$ cat src/rtl/dmem_lsu_ctrl.sv
// Load/store controller for a word-wide, byte-addressed data SRAM without byte enables.
// Sub-word stores are done as read-modify-write; loads get lane extraction and sign/zero extension.
module dmem_lsu_ctrl #(
  parameter int DATA_W = 32,
  parameter int ADDR_W = 12
) (
  input  logic              clk,
  input  logic              rst,
  input  logic              req_in,
  input  logic              we_in,
  input  logic [1:0]        size_in,
  input  logic              unsigned_in,
  input  logic [ADDR_W-1:0] addr_in,
  input  logic [DATA_W-1:0] wdata_in,
  output logic              ready_out,
  output logic              done_out,
  output logic              err_out,
  output logic [DATA_W-1:0] rdata_out,
  output logic [ADDR_W-1:0] mem_raddr_out,
  input  logic [DATA_W-1:0] mem_dout_in,
  output logic [ADDR_W-1:0] mem_waddr_out,
  output logic [DATA_W-1:0] mem_din_out,
  output logic              mem_we_out
);

  typedef enum logic [2:0] {
    S_IDLE,
    S_LOAD,
    S_RMW_RD,
    S_WRITE,
    S_RESP
  } state_t;

  state_t            state_q, state_d;
  logic [1:0]        size_q, size_d;
  logic              uns_q, uns_d;
  logic              err_q, err_d;
  logic [ADDR_W-1:0] addr_q, addr_d;
  logic [15:0]       wdataLo_q, wdataLo_d;
  logic [DATA_W-1:0] rdata_q, rdata_d;
  logic [DATA_W-1:0] din_q, din_d;

  logic              misaligned;
  logic [7:0]        byteLane;
  logic [15:0]       halfLane;
  logic [DATA_W-1:0] loadResult;
  logic [DATA_W-1:0] mergedWord;

  assign misaligned = (size_in == 2'b11)
                    | ((size_in == 2'b01) & addr_in[0])
                    | ((size_in == 2'b10) & (addr_in[1:0] != 2'b00));

  always_comb begin
    byteLane   = mem_dout_in[{addr_q[1:0], 3'b000} +: 8];
    halfLane   = mem_dout_in[{addr_q[1], 4'b0000} +: 16];
    loadResult = mem_dout_in;
    if (size_q == 2'b00) begin
      loadResult = {{24{~uns_q & byteLane[7]}}, byteLane};
    end else if (size_q == 2'b01) begin
      loadResult = {{16{~uns_q & halfLane[15]}}, halfLane};
    end
  end

  // Only the addressed lane is replaced; the other lanes keep the value just read.
  always_comb begin
    mergedWord = mem_dout_in;
    if (size_q == 2'b00) begin
      mergedWord[{addr_q[1:0], 3'b000} +: 8] = wdataLo_q[7:0];
    end else begin
      mergedWord[{addr_q[1], 4'b0000} +: 16] = wdataLo_q;
    end
  end

  always_comb begin
    state_d   = state_q;
    size_d    = size_q;
    uns_d     = uns_q;
    err_d     = err_q;
    addr_d    = addr_q;
    wdataLo_d = wdataLo_q;
    rdata_d   = rdata_q;
    din_d     = din_q;
    case (state_q)
      S_IDLE: begin
        if (req_in) begin
          size_d    = size_in;
          uns_d     = unsigned_in;
          addr_d    = addr_in;
          wdataLo_d = wdata_in[15:0];
          err_d     = misaligned;
          if (misaligned) begin
            state_d = S_RESP;
          end else if (!we_in) begin
            state_d = S_LOAD;
          end else if (size_in == 2'b10) begin
            din_d   = wdata_in;
            state_d = S_WRITE;
          end else begin
            state_d = S_RMW_RD;
          end
        end
      end
      S_LOAD: begin
        rdata_d = loadResult;
        state_d = S_RESP;
      end
      S_RMW_RD: begin
        din_d   = mergedWord;
        state_d = S_WRITE;
      end
      S_WRITE:  state_d = S_RESP;
      S_RESP:   state_d = S_IDLE;
      default:  state_d = S_IDLE;
    endcase
  end

  always_ff @(posedge clk) begin
    if (rst) begin
      state_q   <= S_IDLE;
      size_q    <= 2'b00;
      uns_q     <= 1'b0;
      err_q     <= 1'b0;
      addr_q    <= '0;
      wdataLo_q <= '0;
      rdata_q   <= '0;
      din_q     <= '0;
    end else begin
      state_q   <= state_d;
      size_q    <= size_d;
      uns_q     <= uns_d;
      err_q     <= err_d;
      addr_q    <= addr_d;
      wdataLo_q <= wdataLo_d;
      rdata_q   <= rdata_d;
      din_q     <= din_d;
    end
  end

  // Write enable is masked by reset so an aborted store never reaches the SRAM.
  assign mem_we_out    = (state_q == S_WRITE) & ~rst;
  assign ready_out     = (state_q == S_IDLE);
  assign done_out      = (state_q == S_RESP);
  assign err_out       = (state_q == S_RESP) & err_q;
  assign rdata_out     = rdata_q;
  assign mem_raddr_out = addr_q;
  assign mem_waddr_out = addr_q;
  assign mem_din_out   = din_q;

endmodule

$ cat config.mk
export PLATFORM = sky130hd
export DESIGN_NAME = dmem_lsu_ctrl
export DESIGN_NICKNAME = d
export VERILOG_FILES = /design/src/rtl/dmem_lsu_ctrl.sv
export SDC_FILE = /design/constraint.sdc
export NUM_CORES = 1
export LEC_CHECK = 0
export CORE_ASPECT_RATIO = 1.2
export CORE_UTILIZATION = 40
export DETAILED_ROUTE_END_ITERATION = 10
export PLACE_DENSITY_LB_ADDON = 0.05
export SETUP_SLACK_MARGIN = 0.4
export SKIP_CTS_REPAIR_TIMING = 1
export SYNTH_ARGS = -nofsm -noshare
export SYNTH_HDL_FRONTEND = slang
export SYNTH_SLANG_ARGS = --single-unit
$ cat constraint.sdc
create_clock -name clk -period 6.3 [get_ports clk]
set_input_delay 0.945 -clock clk [delete_from_list [all_inputs] [get_ports clk]]
set_output_delay 0.945 -clock clk [all_outputs]
set_load 0.1 [all_outputs]
### Word-level counts from Yosys, hierarchy flattened

Cells that the tools add are included.

* multiply operators: 0
* div/mod/pow operators: 0
* eq/ne operators: 12
* shift-type cells: 6
* reductions and logical operators: 7
* $lt $le $gt $ge: 0
* bitwise logic cells: 10
* mux-type cells: 15
* $add $sub $neg: 2

Operator list (count)
* $mux 32: 7
* $bwmux 32: 2
* $pmux 32 s2: 1
* $shift 16x7->32 const A: 1
* $shift 8x7->32 const A: 1
* $shiftx 16x7->32: 1
* $shiftx 32x6->16: 1
* $shiftx 32x6->8: 1
* $shiftx 8x7->32: 1
* $neg 5->7: 2
* $pmux 3 s3: 1
* $and 1x1->1: 6
* $eq 3x2->1 const B: 2
* $mux 3: 2
* $ne 2x2->1 const B: 3
* $reduce_and 5->1: 1
* $eq 2x1->1 const B: 2
* $eq 2x2->1 const B: 2
* $reduce_bool 2->1: 2
* $eq 3x1->1 const B: 1
* $eq 3x3->1 const B: 1
* $logic_not 3->1: 1
* $logic_not 2->1: 1
* $mux 2: 1
* 6 further kinds: 8

* logic and storage cells: 60
* latch bits: 0
* memories: 0
* register bits after elaboration: 99
* ROM bits: 0
* output and inout port bits: 92
* RAM bits: 0

### Depth between registers and ports, before layout

* depth after elaboration: 7
* depth in mapped cells: 9

### Worst setup path before layout

Ideal clock, no wire load.

* kind: flip-flop to output port
* start: register state_q[1]
* end: output err_out
* buffers on the path: 1
* path slack: 1.602 ns
* arrival: 3.753 ns
* cell stages (with the launch flop): 4
* cells stage by stage: dfxtp_1 -> clkbuf_1 -> nor3b_1 -> and2_1

* word-level cells in the longest chain between the ends: 2

Ends and longest elaborated chain
* start: declaration: RTL line 34 `state_t state_q, state_d;`
* start signal: assignment: RTL line 128 `state_q <= state_d;`
* $eq 3x3->1
* via done_out: RTL line 16 `output logic done_out,`
* $and 1x1->1: RTL line 143 `assign err_out = (state_q == S_RESP) & err_q;`
* end: declaration: RTL line 17 `output logic err_out,`

The timed path passes the listed nets, and every way through them passes these cells.

### Worst setup path in the final report

* start: input rst
* end: output mem_we_out

* word-level cells in the longest chain between the ends: 2

Ends and longest elaborated chain
* start: declaration: RTL line 8 `input logic rst,`
* $not 1->1: RTL line 140 `assign mem_we_out = (state_q == S_WRITE) & ~rst;`
* $and 1x1->1: RTL line 140
* end: declaration: RTL line 23 `output logic mem_we_out`

No other way between the ends.

==> reports/results.txt <==
Status -> finished, violations left
Violated checks -> design-rule violations
PD cells -> 259 nW/um^2
Slew Limit Fails -> 0
P_leak -> 0.00265 uW
Number of library cell types mapped by synthesis -> 45
Area Overhead vs Synth -> 33.4%
Main area contributors after synthesis -> dfxtp_1, nand2_1, a221oi_2, o21ai_0, inv_1
Final ANT Viol Nets -> 0
DIE WIDTH -> 112 microns
Synth Flop Type -> dfxtp_1
Grt ovf -> 0
Worst EP required -> 5350 ps
CTS buffer count -> 9
Hpwl dp -> 14,000 microns
Clk root buf -> clkbuf_16
Critical path peak fanout -> 23
Die footprint -> 14,900 sq um
Design Area, Final -> 7700 sq um
Rel. slew slack -> 19.1%
Worst path buffer plus inverter count -> 2
Largest net degree at the start of global routing -> 84
DR DRC count -> 11
Setup TNS Final -> 0 ps
Initial core utilization -> 41.4%
GRT Util Overall -> 26.2%
Post-Syn Area per Cell -> 7.99 sq um
Synth area leader -> dfxtp_1
Max capacitance violation total -> 0
WS Path Type -> primary input to output pin
# setup viols final -> 0
FFs w/ async S/R, synth -> 0%
Max Clk Rate -> 0.282 GHz
Synthesized flop and latch total -> 99
Yosys top cell area share -> 34.3%
Ordered list of cells on the worst path -> buf_4, nor3b_1, clkdlybuf4s50_1
Setup ws final -> 2750 ps
Synth Net Count -> 811
1st-pass router iterations -> 8
Die height -> 134 microns
Register area share after synthesis -> 34.3%
NumNets Final -> 928
Placed cell areas -> 7380 sq um
Worst Setup End Kind -> output pin
Slowest stage delay, CP -> 1180 ps
Clk_lat worst skew -> 350 ps
Final hold violations -> 0
Crit path max-delay family -> buffers and inverters
RSZ-0062 raised after global routing -> false
Core Area -> 13,900 sq um
First-pass GRT wire length -> 30,500 microns
Total wire length -> 19,500 microns
WP data arrival -> 2600 ps
Layout cells sized above 1 -> 8.52%
IO Pins -> 175
Clock skew -> 5.50 ps
Inst Count DP -> 999
Average wire per standard cell -> 19.2 microns
Syn. warnings -> 0
Pre-CTS WS -> 2610 ps
CTS Buffer Depth -> 2
H-tree Lvls -> 3
Most frequent cells in the layout -> clkdlybuf4s50_1, nand2_1, dfxtp_1
Non-Filler Instances -> 1,016
N_diodes -> 0
Vias per inst -> 5.76
HP Class -> flop to flop
Period minus WS final -> 3550 ps
Startpoint types -> primary input
Fin crit share -> 56.3%
Worst-case vdd ir drop -> 147 uV
Slowest cell on the critical path -> clkdlybuf4s50_1
Worst-Margin Slew -> 1210 ps
Mapped Area -> 5780 sq um
Routability cong. -> 0.871
Clock sink count -> 99
Worst-path clk slew -> 70 ps
DR iter-0 viols -> 341
CTS tree -> built
Initial antenna violation count -> 0
Routed vias -> 5,851
EDFF count, synth -> 0
Power Total -> 2000 uW
Commonest non-fill, non-tap cell in the layout -> clkdlybuf4s50_1
IO buf count -> 174
Vias in the first global route -> 5,852
FP Rows -> 47
Post-Syn Instances -> 723
==> through the flow <==
stage                     hold WS, ps  util [%]
after global routing              473      55.3
after floorplan                   432         -
after detailed placement          450      53.0
after global placement            446      53.0
final                             458      55.3
after CTS                         461      55.2
==> synthesized netlist by cell type (all sizes together), types with 24 or more instances <==
master and count:
a221oi 33, nor2 46, o221ai 24, a21oi 43, buf 26, clkbuf 50, nand2 115, o21ai 57
a211oi 24, dfxtp 99, inv 68
==> final timing paths <==
| check | start | slack (ps) | cells past startpoint | endpoint |
|---|---|---|---|---|
| setup reg to reg | mem_raddr_out[1] | 3260 | 6 | mem_din_out[31] |
| setup / recovery | rst | 2750 | 3 | mem_we_out |
| hold / removal | err_q | 460 | 2 | err_q |
| hold reg to reg | err_q | 460 | 2 | err_q |
==> power by group <==
part           leakage (uW)  internal, uW  switching (uW)
clock              0.000150           351             250
sequential         0.000808           668            37.9
combinational       0.00170           204             487
total               0.00265          1220             775
==> metal layers <==
layer | track usage (%) | wire [microns]
met4 | 11.0 | 608
met1 | 32.2 | 8240
met5 | 0 | 0
met3 | 4.73 | 1200
met2 | 45.0 | 9460
==> flip-flops by register name, summed over array words and instances (netlist names) <==
register and count:
err_q 1, mem_din_out 32, mem_raddr_out 12, rdata_out 32, size_q 2, state_q 3, uns_q 1, wdataLo_q 16
==> worst register-to-register path, delay by kind of cell (launching register included) <==
| kind | cells | cell delay [ps] |
|---|---|---|
| fa+ha+maj | 1 | 520 |
| compound gates | 2 | 510 |
| buf+inv | 1 | 700 |
| simple gates | 2 | 790 |
| flops | 1 | 410 |
==> kinds of logic (layout without fill, tap and decap cells) <==
| family | Yosys count | count (layout) | share of synthesized area, % |
|---|---|---|---|
| adders and majority gates | 5 | 5 | 1.08 |
| and+or+nand+nor | 217 | 217 | 16.6 |
| AOI/OAI and AO/OA | 238 | 238 | 31.6 |
| muxes | 19 | 19 | 4.85 |
| DFF | 99 | 99 | 34.3 |
| buffers and inverters | 145 | 267 | 11.6 |
==> layout make-up <==
type	instances	area, sq um
Tap cell	171	214
Sequential cell	99	1980
Clock inverter	5	85.1
Timing Repair Buffer	183	1800
Clock buffer	11	233
Fill cell	1360	6230
Inverter	68	255
Multi-Input combinational cell	479	3130
Power figures use the tool's default switching activity.
